<file path="src/rtl/bit_modify_unit.sv">
// bit_modify_unit
//   Holds a WIDTH-bit data register. Accepts one command at a time, which may
//   load it, set/clear/toggle a single bit, or sweep a range of bits
//   (position down to 0). A sweep sets or clears one bit per clock.
//
// Ports
//   clk        : rising-edge clock
//   rst        : asynchronous active-high reset
//   cmd_valid  : a command is presented this cycle
//   cmd_ready  : command can be accepted this cycle (IDLE)
//   cmd_op     : operation code (NOP/LOAD/SET/CLR/TOGGLE/SWEEP_SET/SWEEP_CLR)
//   position   : target bit index
//   data_in    : load value for LOAD
//   data_out   : current data register contents
//   ones_count : number of 1 bits in data_out (combinational)
//   busy       : a sweep is in progress
//   done       : one-cycle pulse when a command completes
//   err        : one-cycle pulse when a command is rejected (position out of range)
module bit_modify_unit #(
  parameter int WIDTH = 8,
  parameter int POS_W = (WIDTH > 2) ? $clog2(WIDTH) : 1
) (
  input  logic               clk,
  input  logic               rst,
  input  logic               cmd_valid,
  output logic               cmd_ready,
  input  logic [2:0]         cmd_op,
  input  logic [POS_W-1:0]   position,
  input  logic [WIDTH-1:0]   data_in,
  output logic [WIDTH-1:0]   data_out,
  output logic [POS_W:0]     ones_count,
  output logic               busy,
  output logic               done,
  output logic               err
);

  typedef enum logic {
    IDLE  = 1'b0,
    SWEEP = 1'b1
  } state_e;

  localparam logic [2:0] OP_NOP       = 3'b000;
  localparam logic [2:0] OP_LOAD      = 3'b001;
  localparam logic [2:0] OP_SET       = 3'b010;
  localparam logic [2:0] OP_CLR       = 3'b011;
  localparam logic [2:0] OP_TOGGLE    = 3'b100;
  localparam logic [2:0] OP_SWEEP_SET = 3'b101;
  localparam logic [2:0] OP_SWEEP_CLR = 3'b110;

  // Position field is one bit wider in the compare so that WIDTH itself fits.
  localparam logic [POS_W:0] WIDTH_LIM = (POS_W+1)'(WIDTH);

  // One-hot mask for bit p; a shift avoids indexing past the register when
  // WIDTH is not a power of two.
  function automatic logic [WIDTH-1:0] bit_mask(input logic [POS_W-1:0] p);
    return {{(WIDTH-1){1'b0}}, 1'b1} << p;
  endfunction

  function automatic logic [POS_W:0] popcount(input logic [WIDTH-1:0] d);
    logic [POS_W:0] n;
    n = '0;
    for (int i = 0; i < WIDTH; i++) begin
      n = n + {{POS_W{1'b0}}, d[i]};
    end
    return n;
  endfunction

  state_e             state_q, state_d;
  logic [POS_W-1:0]   cur_pos_q, cur_pos_d;
  logic               sweep_set_q, sweep_set_d;
  logic [WIDTH-1:0]   data_q, data_d;
  logic               done_q, done_d;
  logic               err_q, err_d;

  logic               pos_ok;
  logic [WIDTH-1:0]   cmd_mask;
  logic [WIDTH-1:0]   sweep_mask;

  assign pos_ok     = ({1'b0, position} < WIDTH_LIM);
  assign cmd_mask   = bit_mask(position);
  assign sweep_mask = bit_mask(cur_pos_q);

  always_comb begin
    state_d     = state_q;
    cur_pos_d   = cur_pos_q;
    sweep_set_d = sweep_set_q;
    data_d      = data_q;
    done_d      = 1'b0;
    err_d       = 1'b0;

    case (state_q)
      IDLE: begin
        // cmd_ready is 1 throughout IDLE, so cmd_valid alone means acceptance.
        if (cmd_valid) begin
          case (cmd_op)
            OP_LOAD: begin
              data_d = data_in;
              done_d = 1'b1;
            end
            OP_SET, OP_CLR, OP_TOGGLE: begin
              if (pos_ok) begin
                if (cmd_op == OP_SET)      data_d = data_q | cmd_mask;
                else if (cmd_op == OP_CLR) data_d = data_q & ~cmd_mask;
                else                       data_d = data_q ^ cmd_mask;
                done_d = 1'b1;
              end else begin
                err_d = 1'b1;
              end
            end
            OP_SWEEP_SET, OP_SWEEP_CLR: begin
              if (pos_ok) begin
                // Bit p is handled on the acceptance edge; the remaining
                // bits p-1..0 are handled one per edge in SWEEP.
                if (cmd_op == OP_SWEEP_SET) data_d = data_q | cmd_mask;
                else                        data_d = data_q & ~cmd_mask;
                sweep_set_d = (cmd_op == OP_SWEEP_SET);
                if (position == '0) begin
                  done_d = 1'b1;
                end else begin
                  state_d   = SWEEP;
                  cur_pos_d = position - POS_W'(1);
                end
              end else begin
                err_d = 1'b1;
              end
            end
            default: ; // NOP and reserved code: no effect
          endcase
        end
      end
      SWEEP: begin
        if (sweep_set_q) data_d = data_q | sweep_mask;
        else             data_d = data_q & ~sweep_mask;
        if (cur_pos_q == '0) begin
          state_d = IDLE;
          done_d  = 1'b1;
        end else begin
          cur_pos_d = cur_pos_q - POS_W'(1);
        end
      end
      default: state_d = IDLE;
    endcase
  end

  always_ff @(posedge clk or posedge rst) begin
    if (rst) begin
      state_q     <= IDLE;
      cur_pos_q   <= '0;
      sweep_set_q <= 1'b0;
      data_q      <= '0;
      done_q      <= 1'b0;
      err_q       <= 1'b0;
    end else begin
      state_q     <= state_d;
      cur_pos_q   <= cur_pos_d;
      sweep_set_q <= sweep_set_d;
      data_q      <= data_d;
      done_q      <= done_d;
      err_q       <= err_d;
    end
  end

  assign data_out   = data_q;
  assign ones_count = popcount(data_q);
  assign busy       = (state_q == SWEEP);
  assign cmd_ready  = (state_q == IDLE);
  assign done       = done_q;
  assign err        = err_q;

endmodule
</file>
<file path="config.mk">
export PLATFORM = sky130hd
export DESIGN_NAME = bit_modify_unit
export DESIGN_NICKNAME = d
export VERILOG_FILES = /design/src/rtl/bit_modify_unit.sv
export SDC_FILE = /design/constraint.sdc
export NUM_CORES = 1
export LEC_CHECK = 0
export BUFFER_PORTS_ARGS = -buffer_cell sky130_fd_sc_hd__buf_4
export CORE_MARGIN = 2
export CORE_UTILIZATION = 60
export CTS_BUF_LIST = sky130_fd_sc_hd__clkbuf_4 sky130_fd_sc_hd__clkbuf_8 sky130_fd_sc_hd__clkbuf_16
export DETAILED_ROUTE_END_ITERATION = 12
export GPL_TIMING_DRIVEN = 0
export PLACE_DENSITY = 0.85
export SETUP_SLACK_MARGIN = 0.02
export SLEW_MARGIN = 30
export SYNTH_ARGS = -nofsm -noshare
export SYNTH_HDL_FRONTEND = slang
export SYNTH_SLANG_ARGS = --single-unit
</file>
<file path="constraint.sdc">
create_clock -name clk -period 8.5 [get_ports clk]
set_input_delay 0.85 -clock clk [delete_from_list [all_inputs] [get_ports clk]]
set_output_delay 0.85 -clock clk [all_outputs]
set_load 0.01 [all_outputs]
</file>
After elaboration in Yosys (flattened, before gate mapping)
Index checks and enable logic that the tools add are counted.

Add/sub/neg operators: 9. Shifts and indexed selects: 2. Bitwise operators: 8. Reduce and logical (&&, ||, !) cells: 8. Equal/unequal tests: 11. Mux-type cells: 22.

Operators with widths (count): $mux W8 (5); $pmux W8 S3 (1); $add A4 B1 Y4 (4); $and A8 B8 Y8 (2); $not A8 Y8 (2); $or A8 B8 Y8 (2); $pmux W8 S2 (1); $shl A1 B3 Y8 const A (2); $mux W3 (4); $eq A3 B3 Y1 const B (3); $xor A8 B8 Y8 (1); $mux W1 (7); $eq A3 B2 Y1 const B (2); $logic_not A3 Y1 (2); $ne A2 B2 Y1 const B (3); $pmux W1 S2 (3); $pmux W3 S2 (1); $sub A3 B1 Y3 const B (2); $add A3 B1 Y4 (1); $ne A4 B1 Y1 const B (1); $reduce_and A4 Y1 (1); $reduce_or A4 Y1 (1); $add A2 B1 Y3 (1); $eq A3 B1 Y1 const B (1); 7 further kinds (7).

Output and inout bits: 16. Bits of input ports: 17. Word-level logic and storage cells: 65. Flip-flop bits (word level): 14.

Longest topological paths before layout
Gate-level depths: netlist of the first run.

Depth after elaboration: 8. Mapped depth: 9. Gate-level depth less buffers: 9.

Worst setup path before layout of the first run
Ideal clock, no wire load.

Path kind: reg2out. Start point: reg with a tool-made name. End point: out ones_count[2]. Path buffers: 0. Data arrival time: 2.771 ns. Stages on the path, launching flop included: 10. Setup slack: 4.879 ns. Cells stage by stage: dfrtp_1 fa_1 inv_1 fa_1 fa_1 inv_1 ha_1 inv_1 fa_1 xnor2_1.

RTL lines: end: declaration (RTL line 31) `output logic [POS_W:0] ones_count,`.

==> summary.md, run 1 <==
| Metric | Value |
|---|---|
| Status | complete, no violations |
| Synthesized area | around 1900 um2 |
| Crit path max fanout | 5 |
| Hold WC Path Type | reg2reg |
| Most common flop cell mapped by yosys | dfrtp_1 |
| Chip Height | ~60 um |
| M2 GR Usage | 49.1% |
| Drt first pass iters | 5 |
| TritonCTS clock tree | done |
| Antenna-violating nets left | 0 |
| DP Area | ~2200 um2 |
| Hpwl dp | around 3.7 mm |
| Period utilization | 48.0% |
| Initial DRC Count | ~150 |
| Layout Cells excl Fill | between 300 and 400 |
| Initial core utilization | between 60% and 70% |
| Total CTS buffers | 3 |
| Fraction of layout cells with a size suffix above 1 | a little over a fifth |
| Syn-to-layout area delta | 14.8% |
| Avg WL per Cell | about 17 um |
| Share of flip-flops with an asynchronous set or reset | 100% |
| Wirelength, routed | roughly 5 mm |
| Setup violators final | 0 |
| Synth Area in Compound Gates | 22.3% |
| Rows | 20 |
| Top-count cell post-synth | inv_1 |
| RSZ-0062 raised after global routing | false |
| Syn avg cell area | approximately 8.3 um2 |
| Worst Tran Pin Value | 0.667 ns |
| Final Critical Period | 4.08 ns |
| Synthesis Warnings | 0 |
| # DRC | 0 |
| Xor/xnor share of the synthesized area | under 10% |
| Total gr overflow | 0 |
| Via count | around 1.9k |
| Die width | roughly 60 um |
| Post-synth EDFFs | 0 |
| Placed cells | between 200 and 300 |
| Slew headroom | approximately 55% |
| Hold endpoint | cur_pos_q[1] |
| Power Density | around 380 nW/um2 |
| Clock root cell | clkbuf_4 |
| WP data arrival | ~3.2 ns |
| Die area | ~3600 um2 |
| Setup Skew | 0.0112 ns |
| Post-CTS Hold Buffers | 0 |
| Final hold vios | 0 |
| Setup_tns | 0 ns |
| Worst-Skew Late Latency | 0.28 ns |
| Vias in the first global route | around 1.8k |
| Power consumption | around 830 uW |
| H-tree depth | 1 |
| Post-synthesis sequential area ratio | about 18% |
| Largest net degree at the start of global routing | 15 |
| Max Slew Vio Count | 0 |
| Ant diodes | 0 |
| Main combinational cell family by area after synthesis | simple AND/OR/NAND/NOR gates |
| Clk buf depth | 2 |
| Port bufs | 27 |
| PostCTS Resize Cnt | 0 |
| Adder-cell share of the synthesized area | about 17% |
| CTS clk-pin slew, worst paths | ~0.090 ns |
| Core area | 3030 um2 |
| GR Util All Layers | 30.3% |
| Setup CP Type | reg2out |
| Hold Crit Start | cur_pos_q[1] |
| Mux share of post-synthesis cell area | 5.14% |
| Top cell type's share of synthesized area | between 10% and 20% |
| Cells after Synth | approximately 230 |
| Syn nets | between 200 and 300 |
| VDD IR max | 305 uV |
| Post-layout nets | ~300 |
| Max Fclk | between 200 and 250 MHz |
| Post-CTS Setup Bufs | 0 |
| R2R Setup Slk | ~6.5 ns |
| Synth cell count leaders | inv_1, ha_1, dfrtp_1 |
| Leak Pwr | between 0.9 and 1 nW |
| Routability cong. | about 0.9 |
| Hold depth | 2 |
| First-pass GRT wire length | approximately 8.3 mm |
| #FFs+latches synth | 14 |
| Grt met3 use | under 10% |
| Synth area leaders | dfrtp_1, ha_1, inv_1 |
| Worst R2R Path Depth | 6 |
| Simple-Gate Fraction of Synth Area | about a quarter |
| DR vias/cell | approximately 6.3 |
| Critical Path Source Type | flop |
| GRT Max-Usage Layer | met2 |
| Antenna violations before repair | 0 |
| Met1 Usage GRT | approximately two fifths |
| Synth unique cells | 58 |
| Yosys top cell by area | dfrtp_1 |
| Critical Path End Type | output pin |
| Ports | 33 |
| Worst Path Required | about 7.7 ns |
| Max Cap Viol | 0 |
| Num Clock Sinks | 14 |
| Fillers | between 200 and 300 |
| Final Cell Area | about 2200 um2 |
## cells in the final DEF (no fill, tap or decap), types with 3 or more instances in the layout
| cell type | count |
|---|---|
| buf_4 | 29 |
| inv_1 | 27 |
| ha_1 | 20 |
| dfrtp_1 | 14 |
| nor2b_1 | 12 |
| nand2_1 | 10 |
| buf_2 | 9 |
| nand2b_1 | 8 |
| o21ai_0 | 8 |
| clkbuf_1 | 7 |
| a21oi_1 | 6 |
| nor3_1 | 6 |
| mux2i_1 | 6 |
| nor2_1 | 5 |
| a31oi_1 | 4 |
| nand3_1 | 4 |
| or3_1 | 4 |
| nand3b_1 | 4 |
| and3_1 | 4 |
| o311ai_0 | 4 |
| a311oi_1 | 4 |
| o211ai_1 | 4 |
| a211oi_1 | 4 |
| fa_1 | 4 |
| nand4_1 | 3 |
| o31ai_1 | 3 |
| nor3b_1 | 3 |
| clkbuf_4 | 3 |
## layer usage
layer  part of all wire (%)  wire length, um  vias up
met3                     10              503        9
met4                    1.1               55        0
met2                     47             2380      110
met1                     41             2080      912
li1                       -                -      882
met5                      0                0        -
## worst max-delay path by stage
| stage | to | slack, ns | from | cells after the start |
|---|---|---|---|---|
| floorplan | ones_count[2] | 4.88 | flop | 9 |
| global placement | ones_count[2] | 4.75 | flop | 10 |
| detailed placement | ones_count[2] | 4.73 | flop | 10 |
| CTS | ones_count[2] | 4.41 | flop | 10 |
| global route | ones_count[2] | 4.24 | flop | 10 |
| finish | ones_count[2] | 4.42 | flop | 10 |
## worst max-delay path: stages (launching register included)
cell	delay, ns
dfrtp_1	0.48
fa_1	0.56
inv_1	0.05
fa_1	0.50
fa_1	0.40
inv_1	0.07
ha_1	0.16
inv_1	0.06
fa_1	0.38
xnor2_1	0.15
buf_4	0.14
## cells by family after synthesis
| kind of cell | Yosys count |
|---|---|
| AND/OR/NAND/NOR | 74 |
| AO/OA/AOI/OAI | 56 |
| buffers and inverters | 47 |
| adder cells (fa/ha/maj) | 24 |
| flip-flops | 14 |
| multiplexers | 8 |
| XOR/XNOR | 4 |
| other | 1 |
## power breakdown
| part | switching, mW | total, mW | internal [mW] |
|---|---|---|---|
| clock | 0.0210 | 0.0374 | 0.0164 |
| sequential | 0.0400 | 0.138 | 0.0982 |
| combinational | 0.333 | 0.656 | 0.323 |
| total | 0.395 | 0.832 | 0.438 |
## metrics by stage
stage	setup WS, ns	hold WS, ns	util [%]
floorplan	4.88	0.505	-
global placement	4.75	0.539	71.2
detailed placement	4.73	0.552	71.2
CTS	4.41	0.577	72.0
global route	4.24	0.605	72.0
finish	4.42	0.576	72.0
## area by class of cell
cell class | count | area (um2) | area share [%]
inverter | 27 | 101 | 4.65
clock buffer | 3 | 22.5 | 1.03
buffer | 20 | 109 | 4.99
multi-input combinational | 167 | 1340 | 61.4
sequential | 14 | 350 | 16.1
timing repair buffer | 27 | 203 | 9.30
tap | 44 | 55.1 | 2.53
Note: power is estimated with default switching activity, not from simulation.
==> run 2: changes to the inputs <==
CORE_UTILIZATION = 51   (was 60)
PLACE_DENSITY = 0.77   (was 0.85)
clock period = 3.5 ns   (was 8.5 ns; I/O delays follow)
==> run 2 against run 1 <==
Core utilization down 10 points. Critical path depth unchanged. Final area up 3.3%. Wire length up 7.8%. First-iteration DRC count up 34%. Count of clock-buffer cells in the layout up 1. Largest cell class unchanged. Highest routed layer unchanged.
==> summary.md, run 2 (same netlist as run 1, synthesis figures left out) <==
| Metric | Value |
|---|---|
| Setup violators final | 0 |
| Total CTS buffers | 3 |
| DP Area | 2160 um2 |
| Initial DRC Count | around 200 |
| Clock root cell | clkbuf_8 |
| Fraction of layout cells with a size suffix above 1 | about a quarter |
| Final Cell Area | 2250 um2 |
| GR Util All Layers | a little over a quarter |
| Area of the multi-input gates | around 1300 um2 |
| Initial core utilization | 52.3% |
| Crit path max fanout | 2 |
| WP data arrival | between 3 and 4 ns |
| Antenna violations before repair | 0 |
| Chip Height | approximately 65 um |
| Reg area | ~350 um2 |
| Setup Skew | ~0.0010 ns |
| # DRC | 0 |
| Max Cap Viol | 0 |
| R2R Setup Slk | roughly 1.6 ns |
| Clk buf depth | 2 |
| Ant diodes | 0 |
| Post-CTS Hold Buffers | 0 |
| Largest net degree at the start of global routing | 15 |
| Die area | around 4200 um2 |
| Setup_tns | 0 ns |
| Max Slew Vio Count | 0 |
| Core Util, Final | 61.9% |
| CTS clk-pin slew, worst paths | roughly 0.06 ns |
| Hold WC Path Type | in2async |
| Total gr overflow | 0 |
| TritonCTS clock tree | done |
| Setup CP Type | reg2out |
| Vias in the first global route | approximately 1.7k |
| Worst Tran Pin Value | 0.575 ns |
| Max Fclk | about 290 MHz |
| Final hold vios | 0 |
| Avg WL per Cell | roughly 17 um |
| Routability cong. | roughly 0.86 |
| Ports | 33 |
| Power Density | ~1000 nW/um2 |
| Final Critical Period | between 3 and 4 ns |
| Wirelength, routed | 5.41 mm |
| Via count | 1884 |
| Critical Path Source Type | flop |
| Critical Path End Type | output pin |
| Commonest non-fill, non-tap cells in the layout | buf_4, inv_1, ha_1, nor2b_1, dfrtp_1 |
| Antenna-violating nets left | 0 |
| RSZ-0062 raised after global routing | true |
| Status | complete, no violations |
| Num Clock Sinks | 14 |
| Core area | 3630 um2 |
| Most common cell after layout, fill and taps aside | buf_4 |
| Worst Path Required | 3.15 ns |
| Syn-to-layout area delta | 18.5% |
| Port bufs | 27 |
| VDD IR max | approximately 880 uV |
| DR vias/cell | 6.08 |
| Leak Pwr | between 1 and 1.5 nW |
| Post-layout nets | between 300 and 400 |
| Worst-Skew Late Latency | about 0.25 ns |
| First-pass GRT wire length | around 8.7 mm |
| Fillers | between 300 and 400 |
| Period utilization | between 90 and 100% |
| Power consumption | between 2 and 2.5 mW |
| Rows | 22 |
| Hpwl dp | between 3 and 4 mm |
| H-tree depth | 1 |
| Die width | about 65 um |
| Slew headroom | between 60% and 70% |
| Drt first pass iters | 4 |
==> run 2: cell count changes in the layout (fill, tap and decap cells not counted), moves of 2 or more <==
cell      change
dfrtp_2       +2
inv_1         -2
inv_2         +2
clkbuf_4      -3
clkbuf_8      +4
dfrtp_1       -2
buf_4         +2
==> run 2: final cells by class <==
cell class              instances  share of cell area, %
plain buffers                  20                   4.84
clock buffers                   4                   2.45
inverters                      27                   4.50
multi-input cells             167                   59.7
flip-flops and latches         14                   15.7
well taps                      48                   2.67
repair buffers                 30                   10.2
==> run 2: power breakdown <==
part	total (mW)	internal (mW)	switching [mW]	leakage [nW]
combinational	1.84	0.926	0.918	0.820
clock	0.161	0.0997	0.0612	0.0288
sequential	0.323	0.242	0.0818	0.160
==> run 2: metal layers <==
metal	vias up	GRT usage (%)	share of wire, %
li1	892	-	-
met1	867	36.9	40
met2	115	42.9	47
met3	10	4.69	11
met4	0	7.03	2.1
met5	-	0	0
==> run 2: final timing paths <==
check / end / depth (start not counted)
min in group clk: sweep_set_q / 4
hold reg to reg: cur_pos_q[1] / 2
setup reg to reg: flop / 7
hold / removal: sweep_set_q / 2
max in group asynchronous: asynchronous set/reset pin / 2
setup / recovery: ones_count[1] / 10
==> run 2: stage by stage <==
step           hold slack, ns  cells  worst slack (ns)
3_5_place_dp            0.446    303             0.219
3_3_place_gp            0.451    303             0.261
6_report                0.163    310            0.0182
4_1_cts                 0.174    309          -0.00986
5_1_grt                 0.215    310           -0.0846
2_1_floorplan           0.239    228             0.379
==> run 2: critical path: stages (launching register included) <==
cell,delay [ns]
dfrtp_2,0.43
fa_1,0.54
inv_1,0.05
fa_1,0.50
fa_1,0.41
inv_1,0.07
ha_2,0.18
inv_2,0.04
fa_2,0.53
inv_2,0.04
buf_6,0.11
==> run 2: timing repair <==
| item | 4_1_cts | 5_1_grt |
|---|---|---|
| setup buffers | 2 | 1 |
| resized for setup | 2 | 5 |
| endpoints found under the setup margin | 2 | 2 |
| endpoints found under the hold margin | 0 | 0 |
==> run 3: changes to the inputs <==
clock period = 3 ns   (was 3.5 ns; I/O delays follow)
==> run 3 against run 2 <==
The flow now finishes with violations (negative setup slack). Combinational power rose by 29%. Clock skew rose by 0.012 ns. Setup slack got worse by 0.44 ns. Critical path depth did not move. Total power rose by 26%. Wire length rose by 0.17%. Count of clock-buffer cells in the layout did not move. Cell count rose by 0.65%.
==> summary.md, run 3 (same netlist as run 1, synthesis figures left out) <==
| Metric | Value |
|---|---|
| Worst Path Required | about 2.7 ns |
| Crit path max fanout | 2 |
| Placement Setup Slack | -0.235 ns |
| Setup Skew | roughly 0.013 ns |
| Avg WL per Cell | roughly 17 um |
| Vias in the first global route | 1809 |
| Share of total power in the clock network | 6.1% |
| Crit-path cells | fa_1 > inv_1 > fa_1 > fa_1 > inv_2 > ha_4 > inv_2 > fa_2 > inv_2 > buf_6 |
| Max Slew Vio Count | 0 |
| Leak Pwr | ~1 nW |
| Critical Path Slowest Stage Cell | fa_1 |
| Fraction of layout cells with a size suffix above 1 | a little over a quarter |
| RSZ-0062 raised after global routing | true |
| CTS clk-pin slew, worst paths | approximately 0.070 ns |
| VDD IR max | around 1200 uV |
| Failing checks | negative setup slack |
| Setup violators final | 3 |
| Num Clock Sinks | 14 |
| Via count | between 1.5k and 2k |
| # DRC | 0 |
| Die width | between 60 and 70 um |
| Routability cong. | between 0.8 and 0.9 |
| Clk buf depth | 2 |
| Total CTS buffers | 3 |
| Layout Cells excl Fill | approximately 310 |
| Sw Share | around 45% |
| Fin worst setup slack | -0.421 ns |
| Core Util, Final | between 60% and 70% |
| Post-CTS Hold Buffers | 0 |
| Part of the power in registers | 12.7% |
| Syn-to-layout area delta | 20.4% |
| Ports | 33 |
| Placed cells | 303 |
| Post-layout nets | 306 |
| Worst Tran Pin Value | a little under 0.6 ns |
| Hpwl dp | roughly 3.9 mm |
| Fillers | approximately 350 |
| Chip Height | approximately 65 um |
| Core area | around 3600 um2 |
| DR vias/cell | about 6.2 |
| GR Util All Layers | between 20% and 30% |
| Initial core utilization | a little over half |
| Wirelength, routed | between 5 and 6 mm |
| Critical Path Source Type | flop |
| Fin Hold WS | 0.107 ns |
| TritonCTS clock tree | done |
| Die area | about 4200 um2 |
| Port bufs | 27 |
| Final Cell Area | 2290 um2 |
| Critical Path End Type | output pin |
| Period utilization | 114% |
| Final hold vios | 0 |
| WP buf/inv | 5 |
| Critical Path Max Stage Delay | around 0.57 ns |
| Antenna violations before repair | 0 |
| Worst-Skew Late Latency | 0.26 ns |
| Setup CP Type | reg2out |
| Most common cell after layout, fill and taps aside | buf_4 |
| R2R Setup Slk | approximately 1.1 ns |
| Commonest non-fill, non-tap cells in the layout | buf_4, inv_1, ha_1, nor2b_1, dfrtp_1 |
| Drt first pass iters | 5 |
| DP Area | roughly 2200 um2 |
| Rows | 22 |
| Total gr overflow | 0 |
| Switching power | 1.30 mW |
| Ant diodes | 0 |
| Cell family with most CP delay | adder cells |
| Comb pwr share | 81.3% |
| First-pass GRT wire length | 9.09 mm |
| WP data arrival | about 3.1 ns |
| Max Fclk | about 300 MHz |
| Initial DRC Count | between 100 and 150 |
| Max Cap Viol | 0 |
| Antenna-violating nets left | 0 |
| Slew headroom | approximately three fifths |
| Hold WC Path Type | in2async |
| Power Density | roughly 1300 nW/um2 |
| Status | finished, violations left |
| Clock root cell | clkbuf_8 |
| H-tree depth | 1 |
| Final Critical Period | ~3.4 ns |
| Internal Pwr Total | around 1.6 mW |
| Largest net degree at the start of global routing | 15 |
==> run 3: path summary, 6_finish.rpt <==
path                         startpoint                         end  cells after the start
min in group clk              cmd_valid                 sweep_set_q                      4
max in group asynchronous           rst  asynchronous set/reset pin                      2
hold reg to reg            cur_pos_q[1]                cur_pos_q[1]                      2
hold / removal                      rst  asynchronous set/reset pin                      2
setup / recovery                   flop               ones_count[1]                     10
setup reg to reg                   flop                        flop                      7
==> run 3: power by group through the flow <==
stage,Combinational (mW),Sequential [mW],Clock (mW)
floorplan,1.29,0.396,0
global placement,1.94,0.387,0
detailed placement,2.01,0.389,0
CTS,2.29,0.366,0.179
global route,2.65,0.382,0.189
finish,2.38,0.371,0.178
==> run 3: worst register-to-register path, cell delays in order, from the launching register on <==
cell       delay (ns)
dfrtp_2          0.42
buf_4            0.16
inv_1            0.06
ha_1             0.22
or4b_2           0.60
o41a_2           0.14
o2111ai_1        0.09
a22oi_1          0.09
==> run 3: repair_timing <==
action | in CTS | in global routing
pin swaps | 3 | 1
resized for setup | 7 | 2
endpoints found under the hold margin | 0 | 0
buffers inserted | 4 | 2
setup endpoints to repair | 4 | 4
==> run 3: per-layer routing <==
metal / wire [um] / GRT usage [%]
met3: 419 / 4.86
met2: 2510 / 43.6
met5: 0 / 0
met1: 2370 / 38.9
met4: 120 / 6.77
==> run 3: cell type report <==
type	instances	area, um2	share of cell area [%]
inverters	27	101	4.43
clock buffers	4	48.8	2.13
repair buffers	32	248	10.8
plain buffers	20	109	4.76
multi-input cells	167	1370	59.7
well taps	48	60.1	2.63
flip-flops and latches	14	354	15.5
==> run 3: per-stage QoR <==
step           total power, mW  setup TNS, ns
2_1_floorplan             1.69        -0.0102
3_3_place_gp              2.33         -0.330
3_5_place_dp              2.39         -0.430
4_1_cts                   2.83         -0.996
5_1_grt                   3.22          -1.20
6_report                  2.93          -1.00
